File: config.mk
export PLATFORM = sky130hd
export DESIGN_NAME = mac_resolve_accumulator
export DESIGN_NICKNAME = d
export VERILOG_FILES = /design/src/rtl/mac_pkg.sv /design/src/rtl/mac_resolve_accumulator_row_resolver.sv /design/src/rtl/mac_resolve_accumulator.sv
export SDC_FILE = /design/constraint.sdc
export NUM_CORES = 1
export LEC_CHECK = 0
export ABC_AREA = 1
export CORE_AREA = 3 3 108 110
export CTS_CLUSTER_SIZE = 8
export DETAILED_ROUTE_END_ITERATION = 8
export DIE_AREA = 0 0 111 113
export DONT_BUFFER_PORTS = 1
export PLACE_DENSITY = 0.61
export SLEW_MARGIN = 15
export SYNTH_ARGS = -nofsm -noshare
export SYNTH_HDL_FRONTEND = slang
export SYNTH_SLANG_ARGS = --single-unit
File: constraint.sdc
create_clock -name clk -period 4.2 [get_ports clk]
set_clock_uncertainty 0.15 [all_clocks]
set_input_delay 0.84 -clock clk [delete_from_list [all_inputs] [get_ports clk]]
set_output_delay 0.84 -clock clk [all_outputs]
set_load 0.005 [all_outputs]
File: src/rtl/mac_pkg.sv
// Shared types, default widths and the accumulator add helper for the
// MAC resolve/accumulate block.
package mac_pkg;

   localparam int ROW_W  = 17;
   localparam int PROD_W = 16;
   localparam int ACC_W  = 24;

   typedef enum logic [1:0] {
      ACCUM = 2'd0,
      FLUSH = 2'd1,
      OUT   = 2'd2
   } state_e;

   typedef struct packed {
      logic [ACC_W-1:0] sum;
      logic             ovf;
   } add_res_t;

   // Overflow is signed overflow when is_signed, otherwise carry-out.
   // When do_sat is set, an overflowing sum clamps toward the operand sign.
   function automatic add_res_t sat_add(input logic [ACC_W-1:0] a,
                                        input logic [ACC_W-1:0] b,
                                        input logic             is_signed,
                                        input logic             do_sat);
      logic [ACC_W:0] full;
      add_res_t       r;
      full  = {1'b0, a} + {1'b0, b};
      r.sum = full[ACC_W-1:0];
      if (is_signed)
         r.ovf = (a[ACC_W-1] == b[ACC_W-1]) && (full[ACC_W-1] != a[ACC_W-1]);
      else
         r.ovf = full[ACC_W];
      if (do_sat && r.ovf) begin
         if (!is_signed)
            r.sum = '1;
         else if (a[ACC_W-1])
            r.sum = {1'b1, {(ACC_W-1){1'b0}}};
         else
            r.sum = {1'b0, {(ACC_W-1){1'b1}}};
      end
      return r;
   endfunction

endpackage

File: src/rtl/mac_resolve_accumulator_row_resolver.sv
// Stage 1: carry-propagate add of the sum/carry rows, keeping the low
// PROD_W bits of the product together with its valid and last flags.
module row_resolver
   import mac_pkg::*;
#(
   parameter int ROW_W  = mac_pkg::ROW_W,
   parameter int PROD_W = mac_pkg::PROD_W
) (
   input  logic              clk,
   input  logic              rst,
   input  logic              valid_i,
   input  logic              last_i,
   input  logic [ROW_W-1:0]  row_sum_i,
   input  logic [ROW_W-1:0]  row_carry_i,
   output logic              valid_o,
   output logic              last_o,
   output logic [PROD_W-1:0] prod_o
);

   logic              valid_q;
   logic              last_q;
   logic [PROD_W-1:0] prod_q;
   logic [PROD_W-1:0] prod_d;

   // The add wraps mod 2^ROW_W; only the low PROD_W bits are meaningful.
   assign prod_d = PROD_W'(row_sum_i + row_carry_i);

   always_ff @(posedge clk) begin
      if (rst) begin
         valid_q <= 1'b0;
         last_q  <= 1'b0;
      end else begin
         valid_q <= valid_i;
         last_q  <= valid_i & last_i;
      end
      if (valid_i)
         prod_q <= prod_d;
   end

   assign valid_o = valid_q;
   assign last_o  = last_q;
   assign prod_o  = prod_q;

endmodule

File: src/rtl/mac_resolve_accumulator.sv
// Resolves Dadda sum/carry rows into products and accumulates a stream of
// them, presenting each finished accumulation on a valid/ready port.
module mac_resolve_accumulator
   import mac_pkg::*;
#(
   parameter int ROW_W  = mac_pkg::ROW_W,
   parameter int PROD_W = mac_pkg::PROD_W,
   parameter int ACC_W  = mac_pkg::ACC_W,   // must equal mac_pkg::ACC_W (sat_add width)
   parameter int CNT_W  = 8,
   parameter bit SIGNED = 1'b1,
   parameter bit SAT    = 1'b1
) (
   input  logic             clk,
   input  logic             rst,
   input  logic             in_valid,
   output logic             in_ready,
   input  logic             in_last,
   input  logic [ROW_W-1:0] row_sum,
   input  logic [ROW_W-1:0] row_carry,
   output logic             out_valid,
   input  logic             out_ready,
   output logic [ACC_W-1:0] acc_out,
   output logic [CNT_W-1:0] term_cnt,
   output logic             ovf,
   output state_e           dbg_state
);

   // Handshakes: a transfer happens on a rising edge where valid && ready;
   // the sender holds its payload stable while valid is high and ready low.

   state_e            state_q;
   logic              in_ready_q;
   logic              out_valid_q;
   logic [ACC_W-1:0]  acc_q;
   logic [ACC_W-1:0]  acc_d;
   logic [CNT_W-1:0]  cnt_q;
   logic [CNT_W-1:0]  cnt_d;
   logic              ovf_q;
   logic              ovf_d;
   logic              accept;
   logic              st_valid;
   logic              st_last;
   logic [PROD_W-1:0] st_prod;
   logic [ACC_W-1:0]  prod_ext;
   add_res_t          add_res;

   assign accept = in_valid && in_ready_q;

   row_resolver #(
      .ROW_W  (ROW_W),
      .PROD_W (PROD_W)
   ) u_row_resolver (
      .clk         (clk),
      .rst         (rst),
      .valid_i     (accept),
      .last_i      (in_last),
      .row_sum_i   (row_sum),
      .row_carry_i (row_carry),
      .valid_o     (st_valid),
      .last_o      (st_last),
      .prod_o      (st_prod)
   );

   always_comb begin
      prod_ext = SIGNED ? {{(ACC_W-PROD_W){st_prod[PROD_W-1]}}, st_prod}
                        : {{(ACC_W-PROD_W){1'b0}}, st_prod};
      add_res  = sat_add(acc_q, prod_ext, SIGNED, SAT);
      acc_d    = add_res.sum;
      ovf_d    = ovf_q | add_res.ovf;
      cnt_d    = (cnt_q == '1) ? cnt_q : cnt_q + 1'b1;
   end

   // The OUT-state clear follows the stage-2 update so it takes precedence.
   always_ff @(posedge clk) begin
      if (rst) begin
         state_q     <= ACCUM;
         in_ready_q  <= 1'b1;
         out_valid_q <= 1'b0;
         acc_q       <= '0;
         cnt_q       <= '0;
         ovf_q       <= 1'b0;
      end else begin
         if (st_valid) begin
            acc_q <= acc_d;
            cnt_q <= cnt_d;
            ovf_q <= ovf_d;
         end
         case (state_q)
            ACCUM: begin
               if (accept && in_last) begin
                  state_q    <= FLUSH;
                  in_ready_q <= 1'b0;
               end
            end
            FLUSH: begin
               if (st_valid && st_last) begin
                  state_q     <= OUT;
                  out_valid_q <= 1'b1;
               end
            end
            OUT: begin
               if (out_ready) begin
                  state_q     <= ACCUM;
                  out_valid_q <= 1'b0;
                  in_ready_q  <= 1'b1;
                  acc_q       <= '0;
                  cnt_q       <= '0;
                  ovf_q       <= 1'b0;
               end
            end
            default: begin
               state_q     <= ACCUM;
               in_ready_q  <= 1'b1;
               out_valid_q <= 1'b0;
            end
         endcase
      end
   end

   assign in_ready  = in_ready_q;
   assign out_valid = out_valid_q;
   assign acc_out   = acc_q;
   assign term_cnt  = cnt_q;
   assign ovf       = ovf_q;
   assign dbg_state = state_q;

endmodule

==> results.md, run 1 <==
- Port bufs: 0
- Primary FF master, synth: dfxtp_1
- Final ANT Viol Nets: 0
- Row count: 38
- Highest Clock Rate: 360 MHz
- Max cap viols: 0
- Worst EP arrival: 2.83 ns
- Detailed Route WL: 10400 um
- Number of synthesized register bits: 55
- Pwr per Cell Area: 346 mW/mm^2
- Initial antenna violation count: 0
- Final cycle utilization of the critical path: 66.0%
- Unrepaired setup endpoints after global routing: no
- Worst slew margin: 59.7%
- Routability Congestion: 0.914
- TritonRoute pass-1 iters: 4
- Syn Inst Count: 625
- P_leak: 2.20 nW
- Routed WL per cell: 13.6 um
- Nets: 705
- Max Slew Vio Count: 0
- Layout cells sized above 1: 6.07%
- CTS hold repair buffers: 0
- Post-CTS Resized: 0
- Yosys warning count: 0
- Synthesized area per cell: 6.86 um^2
- Drt first-iter violations: 175
- Netlist Area Pre-Place: 0.00429 mm^2
- Outcome: complete, no violations
- Worst Path Max Fanout: 17
- Final Hold Vio Count: 0
- N_diodes: 0
- Worst-Margin Slew: 0.604 ns
- FF+latch area: 0.00126 mm^2
- Sum Neg Setup Slack: 0 ns
- Core Box Area: 0.0108 mm^2
- CTS Buf Count: 5
- # fillers: 1139
- Clk_lat worst skew: 0.33 ns
- Critical path's slowest cell: edfxtp_1
- Final Setup Violations: 0
- Clk pin slew, worst setup/hold paths: 0.11 ns
- Global-route wire length before repair: 18000 um
- Worst Setup Start Kind: flop
- Final min period: 2.77 ns
- CP cell instances: ha_1, a21oi_1, nand2_1, a21oi_2, nand4_2, nand2_1, inv_2, nand2_1, a21oi_1
- Die Area: 0.0125 mm^2
- Half-perimeter wire length after placement: 8500 um
- Die width: 111 um
- CTS tree: yes
- CP max stage delay: 0.59 ns
- Async SR Flop Fraction: 0%
- Number of remaining DRC errors: 0
- GRT overflow: 0
- Post-route cell area: 0.00453 mm^2
- Post-synthesis sequential area ratio: 29.4%
- Cell Area, Placed: 0.00443 mm^2
- Unique cell type count in the Yosys netlist: 37
- Ports: 76
- TritonCTS sink count: 55
- # Post-CTS Setup Buffers: 0
- Longest Clk Path Bufs: 2
- Syn Nets: 705
- Worst setup path category: flop to flop
- Die Y: 113 um
- Footprint of the multi-input gates: 0.00268 mm^2
- Peak supply drop: 0.000139 V
- Starting Density: 39.7%
- CTS H-tree lvls: 2
- Number of vias per cell: 5.13
- Required time worst endpoint: 4.25 ns
- Crit end category: flop
- Post-Route Utilization: 42.0%
- Cell mode on critical path: nand2_1
- Largest net degree at the start of global routing: 25
- Total track usage: 17.1%
- Area grow syn2layout: 5.69%
- Vias in the first global route: 3968
- Vias: 3931
- Hold WC Path Type: flop to flop
- EDFF count, synth: 16
- Clock Tree Root: clkbuf_8
## routing by layer
| metal | share of wire (%) | global-route usage (%) | vias to the layer above | routed length, um |
|---|---|---|---|---|
| li1 | - | - | 2062 | - |
| met1 | 46 | 21.4 | 1766 | 4790 |
| met2 | 47 | 29.2 | 85 | 4860 |
| met3 | 5.2 | 3.96 | 18 | 542 |
| met4 | 2.0 | 5.25 | 0 | 203 |
| met5 | 0 | 0 | - | 0 |
## cell families (layout without fill, tap and decap cells)
| logic type | after synthesis | in the layout | synth area share [%] |
|---|---|---|---|
| buffers and inverters | 88 | 89 | 8.02 |
| AOI/OAI and AO/OA | 122 | 122 | 16.2 |
| xor gates and xnor gates | 21 | 21 | 4.29 |
| and+or+nand+nor | 298 | 298 | 29.8 |
| DFF | 55 | 55 | 29.4 |
| adders and majority gates | 41 | 41 | 12.3 |
## critical path, delay by kind of cell (launching register included)
family / cells / cell delay [ns]
and+or+nand+nor: 4 / 0.85
DFF: 1 / 0.59
AOI/OAI and AO/OA: 3 / 0.53
adders and majority gates: 1 / 0.43
buffers and inverters: 1 / 0.09
## final timing paths
kind	startpoint	endpoint	slack [ns]	cells after the start
max	u_row_resolver.prod_o[15]	acc_out[20]	1.43	9
min	ovf	ovf	0.33	2
max reg2reg	u_row_resolver.prod_o[15]	acc_out[20]	1.43	9
min reg2reg	ovf	ovf	0.33	2
## metrics by stage
step | hold WS (ns) | std cells | worst slack, ns | power, W
floorplan | 0.297 | 625 | 1.51 | 0.00112
CTS | 0.336 | 766 | 1.42 | 0.00158
finish | 0.333 | 766 | 1.43 | 0.00157
global placement | 0.318 | 758 | 1.32 | 0.00123
global route | 0.357 | 766 | 1.10 | 0.00170
detailed placement | 0.319 | 758 | 1.29 | 0.00124
## synthesized netlist by cell type, types with 6 or more instances
library cell  count  area share [%]
edfxtp_1         16              11
inv_1            78             6.8
nor3_1            9             1.1
a21oi_2          11             2.2
xor2_1           16             3.3
a21oi_1          56             6.5
or2_2             8             1.2
nand4_1          14             2.0
o21ai_0          38             4.4
ha_1             39              11
nand3_1          31             3.6
dfxtp_1          39              18
nor2_1           47             4.1
o21bai_1          6             1.1
nand2_1         177              15
## layout by cell type (no fill, tap or decap), drive strengths merged, types with 6 or more instances in the layout
cell | synthesis | routed
inv | 80 | 81
nand3 | 32 | 32
nor2 | 50 | 50
nor3 | 9 | 9
ha | 39 | 39
clkbuf | 5 | 6
or2 | 8 | 8
dfxtp | 39 | 39
o21bai | 6 | 6
edfxtp | 16 | 16
nand2 | 180 | 180
o21ai | 38 | 38
a21oi | 67 | 67
xor2 | 16 | 16
nand4 | 15 | 15
## layout make-up
| class | instances | area share (%) |
|---|---|---|
| multi-input cells | 482 | 59.2 |
| flip-flops and latches | 55 | 27.8 |
| inverters | 80 | 6.68 |
| well taps | 140 | 3.87 |
| clock buffers | 6 | 1.82 |
| clock inverters | 2 | 0.442 |
| repair buffers | 1 | 0.166 |
## sequential cells by signal (all words and copies together) (netlist names)
| name | cells |
|---|---|
| u_row_resolver.last_o | 1 |
| ovf | 1 |
| dbg_state | 2 |
| out_valid | 1 |
| u_row_resolver.prod_o | 16 |
| term_cnt | 8 |
| in_ready | 1 |
| u_row_resolver.valid_o | 1 |
| acc_out | 24 |
## power by group
part	internal [W]	leakage (nW)	switching, W
registers	0.000606	0.473	0.0000454
clock network	0.000139	0.0533	0.000194
logic	0.000211	1.67	0.000373
total	0.000956	2.20	0.000613
(Power assumes the default switching activity.)
==> run 2: changes to the inputs <==
- ABC_AREA: 1 -> 0
- CORE_AREA: 3 3 108 110 -> 3 3 101 103
- DIE_AREA: 0 0 111 113 -> 0 0 104 106
- PLACE_DENSITY: 0.61 -> 0.62
- clock period: 4.2 -> 2.25 ns (I/O delays scaled with it)
==> results.md, run 2 <==
- Total track usage: 16.7%
- Clock power frac: 16.7%
- Outcome: finished, violations left
- Port bufs: 0
- Detailed Route WL: 8950 um
- Async SR Flop Fraction: 0%
- Worst flop-to-flop path endpoint: acc_out[20]
- Required time worst endpoint: 2.34 ns
- Switching power: 0.00110 W
- Crit path setup slack, layout: -0.375 ns
- Max Slew Vio Count: 0
- CTS tree: yes
- Post-synthesis sequential area ratio: 34.0%
- Min-Delay Endpoint: out_valid
- Core Box Area: 0.00928 mm^2
- Sequential share of power: 37.7%
- CTS Buf Count: 5
- R2r setup slk: -0.37 ns
- Worst Setup Start Kind: flop
- Max reg flops: 24
- Longest Clk Path Bufs: 2
- Unrepaired setup endpoints after global routing: yes
- Worst Path Max Fanout: 7
- Layout cells sized above 1: 33.5%
- Vias: 3330
- Area leader, netlist: dfxtp_1
- Nets: 583
- EDFF count, synth: 16
- Half-perimeter wire length after placement: 6860 um
- Unique cell type count in the Yosys netlist: 50
- # fillers: 857
- Ports: 76
- Finished Layout Cells: 633
- Clk pin slew, worst setup/hold paths: 0.10 ns
- Failing checks: setup timing
- Top cells by area, synth: dfxtp_1, ha_1, edfxtp_1
- Largest net degree at the start of global routing: 21
- Synthesized area per cell: 8.97 um^2
- CTS hold repair buffers: 0
- Drt first-iter violations: 99
- Die width: 104 um
- Worst setup path category: flop to flop
- Worst EP arrival: 2.71 ns
- Syn Inst Count: 413
- Highest Clock Rate: 381 MHz
- Global-route wire length before repair: 15600 um
- Netlist Area Pre-Place: 0.00371 mm^2
- Sum Neg Setup Slack: -7.47 ns
- Hold wc startpoint: rst
- Die Y: 106 um
- TritonCTS sink count: 55
- Hold WC Path Type: input pin to flop
- Routability Congestion: 0.854
- Final Setup Violations: 25
- Number of remaining DRC errors: 0
- FF-to-FF Start: u_row_resolver.prod_o[8]
- Syn Nets: 493
- Initial antenna violation count: 0
- Final Hold Vio Count: 0
- Worst-Margin Slew: 0.387 ns
- Most common cell after layout, fill and taps aside: buf_4
- Starting Density: 39.9%
- Pwr per Cell Area: 641 mW/mm^2
- Net Sw Frac: 34.5%
- Dpl cells: 619
- Count leader, synth: a21oi_1
- N_diodes: 0
- Cell Int Power: 0.00208 W
- Routed WL per cell: 14.1 um
- Final cycle utilization of the critical path: 117%
- GRT overflow: 0
- Clock Tree Root: clkbuf_8
- Vias in the first global route: 3456
- Number of vias per cell: 5.26
- Final min period: 2.62 ns
- Combinational share of power: 45.6%
- Area share of the largest cell type after synthesis: 21.1%
- Peak supply drop: 0.000320 V
- Final ANT Viol Nets: 0
- Area grow syn2layout: 33.8%
- CTS H-tree lvls: 2
- TritonRoute pass-1 iters: 4
- Yosys warning count: 0
- P_leak: 2.11 nW
- Number of synthesized register bits: 55
- Die Area: 0.0110 mm^2
- Row count: 35
- Worst slew margin: 74.2%
- Crit end category: flop
- Max cap viols: 0
- Commonest cells after routing, fill and taps aside: buf_4, dfxtp_1, nand2_1, ha_1, o21ai_0
- Primary FF master, synth: dfxtp_1
- Worst hold stages: 1
- Worst-case reg-to-reg path depth: 10
- Clk_lat worst skew: 0.31 ns
- Synth cell count leaders: a21oi_1, dfxtp_1, ha_1
run 2: cell types whose count changed after synthesis, moves of 6 or more:
cell      previous run  this run
nand2b_1             0         7
and3_1               0         7
or2_2                8         2
xnor2_1              5        22
nand2_1            177        38
nand4_1             14         3
nor2_1              47        22
inv_1               78        13
a21o_1               0        14
a21oi_2             11         0
nand3_1             31         7
nor2b_1              0         6
a31oi_1              0        10
run 2: layout make-up:
type | instances | area, um^2 | area share, %
Sequential cell | 55 | 1260 | 25.4
Inverter | 13 | 48.8 | 0.984
Timing Repair Buffer | 92 | 762 | 15.4
Clock buffer | 7 | 76.3 | 1.54
Clock inverter | 1 | 5.00 | 0.101
Tap cell | 129 | 161 | 3.25
Multi-Input combinational cell | 336 | 2650 | 53.3
run 2: power groups by stage:
stage	combinational, W	sequential, W	clock [W]
floorplan	0.000797	0.00121	0
global placement	0.00123	0.00121	0
detailed placement	0.00126	0.00121	0
CTS	0.00141	0.00119	0.000548
global route	0.00161	0.00121	0.000600
finish	0.00145	0.00120	0.000530
run 2: worst max-delay path by stage:
stage                                   start           to  slack, ns  cells past startpoint
finish               u_row_resolver.prod_o[8]  acc_out[20]      -0.37                     10
global route         u_row_resolver.prod_o[8]  acc_out[20]      -0.49                     10
CTS                  u_row_resolver.prod_o[2]   acc_out[7]      -0.32                     11
detailed placement   u_row_resolver.prod_o[0]  acc_out[22]      -0.48                     10
global placement     u_row_resolver.prod_o[0]  acc_out[22]      -0.37                     10
floorplan           u_row_resolver.prod_o[15]  acc_out[22]      -0.41                     10
run 2: logic make-up after synthesis:
kind of cell / synth area share [%]
AOI/OAI and AO/OA: 25.5
xor gates and xnor gates: 8.51
adders and majority gates: 14.2
buffers and inverters: 2.67
DFF: 34.0
muxes: 0.270
and+or+nand+nor: 14.8
run 2: per-stage QoR:
| step | power (W) | instance area [um^2] | hold slack (ns) | worst slack [ns] | util [%] |
|---|---|---|---|---|---|
| 2_1_floorplan | 0.00201 | 3750 | 0.297 | -0.407 | - |
| 3_3_place_gp | 0.00244 | 4530 | 0.313 | -0.370 | 48.8 |
| 3_5_place_dp | 0.00247 | 4530 | 0.324 | -0.478 | 48.8 |
| 4_1_cts | 0.00315 | 4880 | 0.0407 | -0.323 | 52.5 |
| 5_1_grt | 0.00342 | 4960 | 0.0282 | -0.494 | 53.4 |
| 6_report | 0.00318 | 4960 | 0.0472 | -0.375 | 53.4 |
run 2: per-layer routing:
layer / part of all wire, % / GRT usage [%]
met1: 45 / 20.4
met2: 48 / 29.1
met3: 5.1 / 3.64
met4: 2.4 / 5.70
met5: 0 / 0
run 2: critical path, cell delays in order, from the launching register on:
cell	delay (ns)
edfxtp_1	0.42
ha_4	0.32
nand4_4	0.11
a211oi_2	0.23
nor2_2	0.09
o31ai_4	0.26
a21oi_4	0.13
nor4_4	0.37
nor2_4	0.12
buf_16	0.17
a211oi_4	0.18
run 2: timing repair:
| action | in CTS | in global routing |
|---|---|---|
| endpoints found under the setup margin | 25 | 27 |
| setup buffers | 6 | 1 |
| pin swaps | 17 | 16 |
| gates resized for setup | 45 | 19 |
| gates cloned | 1 | 0 |
==> run 3: changes to the inputs <==
- ABC_AREA: 0 -> 1
- CAP_MARGIN: not set -> 40
- CORE_AREA: 3 3 101 103 -> 3 3 108 110
- DIE_AREA: 0 0 104 106 -> 0 0 111 113
==> results.md, run 3 (synthesized netlist as in run 1, its figures left out) <==
- Outcome: complete, no violations
- Worst setup path category: flop to flop
- Die width: 111 um
- N_diodes: 0
- CTS tree: yes
- Max reg flops: 24
- Largest net degree at the start of global routing: 25
- Worst Path Max Fanout: 4
- Die Area: 0.0125 mm^2
- Pwr per Cell Area: 624 mW/mm^2
- Total track usage: 17.6%
- Unrepaired setup endpoints after global routing: yes
- Number of remaining DRC errors: 0
- Nets: 765
- Initial antenna violation count: 0
- Vias: 4225
- Starting Density: 39.7%
- Drt first-iter violations: 247
- Highest Clock Rate: 448 MHz
- Dpl cells: 814
- Finished Layout Cells: 826
- Number of vias per cell: 5.12
- CTS Buf Count: 5
- P_leak: 2.52 nW
- Ports: 76
- R2r setup slk: 0.02 ns
- TritonCTS sink count: 55
- Hold WC Path Type: input pin to flop
- Die Y: 113 um
- Routed WL per cell: 14.1 um
- Vias in the first global route: 4103
- Final ANT Viol Nets: 0
- Worst EP arrival: 2.32 ns
- Detailed Route WL: 11600 um
- Clk pin slew, worst setup/hold paths: 0.11 ns
- GRT overflow: 0
- Final cycle utilization of the critical path: 99.3%
- Worst slew margin: 61.3%
- Worst-Margin Slew: 0.579 ns
- Max cap viols: 0
- Routability Congestion: 0.908
- Max Slew Vio Count: 0
- Clock Tree Root: clkbuf_8
- Peak supply drop: 0.000312 V
- Port bufs: 0
- Commonest cells after routing, fill and taps aside: nand2_1, inv_1, buf_4, a21oi_1, nor2_1
- Crit end category: flop
- CTS H-tree lvls: 2
- Half-perimeter wire length after placement: 8990 um
- Worst Setup Start Kind: flop
- TritonRoute pass-1 iters: 4
- Row count: 38
- Required time worst endpoint: 2.33 ns
- Global-route wire length before repair: 18600 um
- Worst hold slack: 0.0202 ns
- Final Hold Vio Count: 0
- Longest Clk Path Bufs: 2
- Final min period: 2.23 ns
- Layout cells sized above 1: 22.0%
- Final Setup Violations: 0
- Area grow syn2layout: 25.0%
- Most common cell after layout, fill and taps aside: nand2_1
- # fillers: 1015
- Core Box Area: 0.0108 mm^2
- Clk_lat worst skew: 0.33 ns
run 3: cell types whose count changed in the layout (fill, tap and decap cells not counted), moves of 10 or more:
cell,change
a21o_1,-14
a21oi_1,+19
a31oi_1,-10
buf_4,-25
inv_1,+65
nand2_1,+127
nand3_1,+21
nand4_1,+11
nor2_1,+23
xnor2_1,-17
run 3: area by class of cell:
| cell class | instances | area [um^2] | share of cell area [%] |
|---|---|---|---|
| Timing Repair inverter | 1 | 16.3 | 0.303 |
| Tap cell | 140 | 175 | 3.27 |
| Clock buffer | 5 | 68.8 | 1.28 |
| Clock inverter | 3 | 26.3 | 0.490 |
| Timing Repair Buffer | 60 | 462 | 8.61 |
| Sequential cell | 55 | 1260 | 23.5 |
| Multi-Input combinational cell | 482 | 3040 | 56.7 |
| Inverter | 80 | 313 | 5.84 |
run 3: worst paths after layout:
| check | start | to | cells after the start |
|---|---|---|---|
| max | u_row_resolver.prod_o[0] | acc_out[12] | 13 |
| min | rst | out_valid | 1 |
| max reg2reg | u_row_resolver.prod_o[0] | acc_out[12] | 13 |
| min reg2reg | ovf | ovf | 2 |
run 3: per-layer routing:
layer  up-vias  track usage, %  wire length, um
met2        99            31.2             5700
met1      1932            21.7             5100
met5         -               0                0
li1       2181               -                -
met4         0            4.93              167
met3        13            3.85              648
run 3: worst max-delay path: stages (launching register included):
cell	delay, ns
edfxtp_1	0.45
ha_4	0.20
fa_2	0.36
nand2_2	0.09
nand3_2	0.07
nand3_2	0.09
nand2_4	0.08
nand2_4	0.07
nand2_4	0.06
nand2_1	0.06
nand2_1	0.06
or2_2	0.28
nand3_1	0.07
a21oi_1	0.05
run 3: stage by stage:
step	util, %	total power [W]	cell area (um^2)	setup TNS [ns]	setup slack, ns
global placement	44.9	0.00250	4850	-0.778	-0.0786
floorplan	-	0.00209	4290	0	0.0447
global route	49.7	0.00359	5360	-1.67	-0.123
finish	49.7	0.00335	5360	0	0.0165
detailed placement	44.9	0.00252	4850	-1.72	-0.114
CTS	46.1	0.00314	4980	-0.00353	-0.00353
run 3: power by group:
group	leakage, nW	switching [W]	internal, W
Combinational	2.00	0.000844	0.000666
Clock	0.0510	0.000376	0.000233
Sequential	0.473	0.0000941	0.00113
run 3: repair_timing:
item	4_1_cts	5_1_grt
resized for setup	10	68
setup buffers	1	2
setup endpoints to repair	24	24
hold buffers	0	0
gates cloned	0	1
pin swaps	1	15
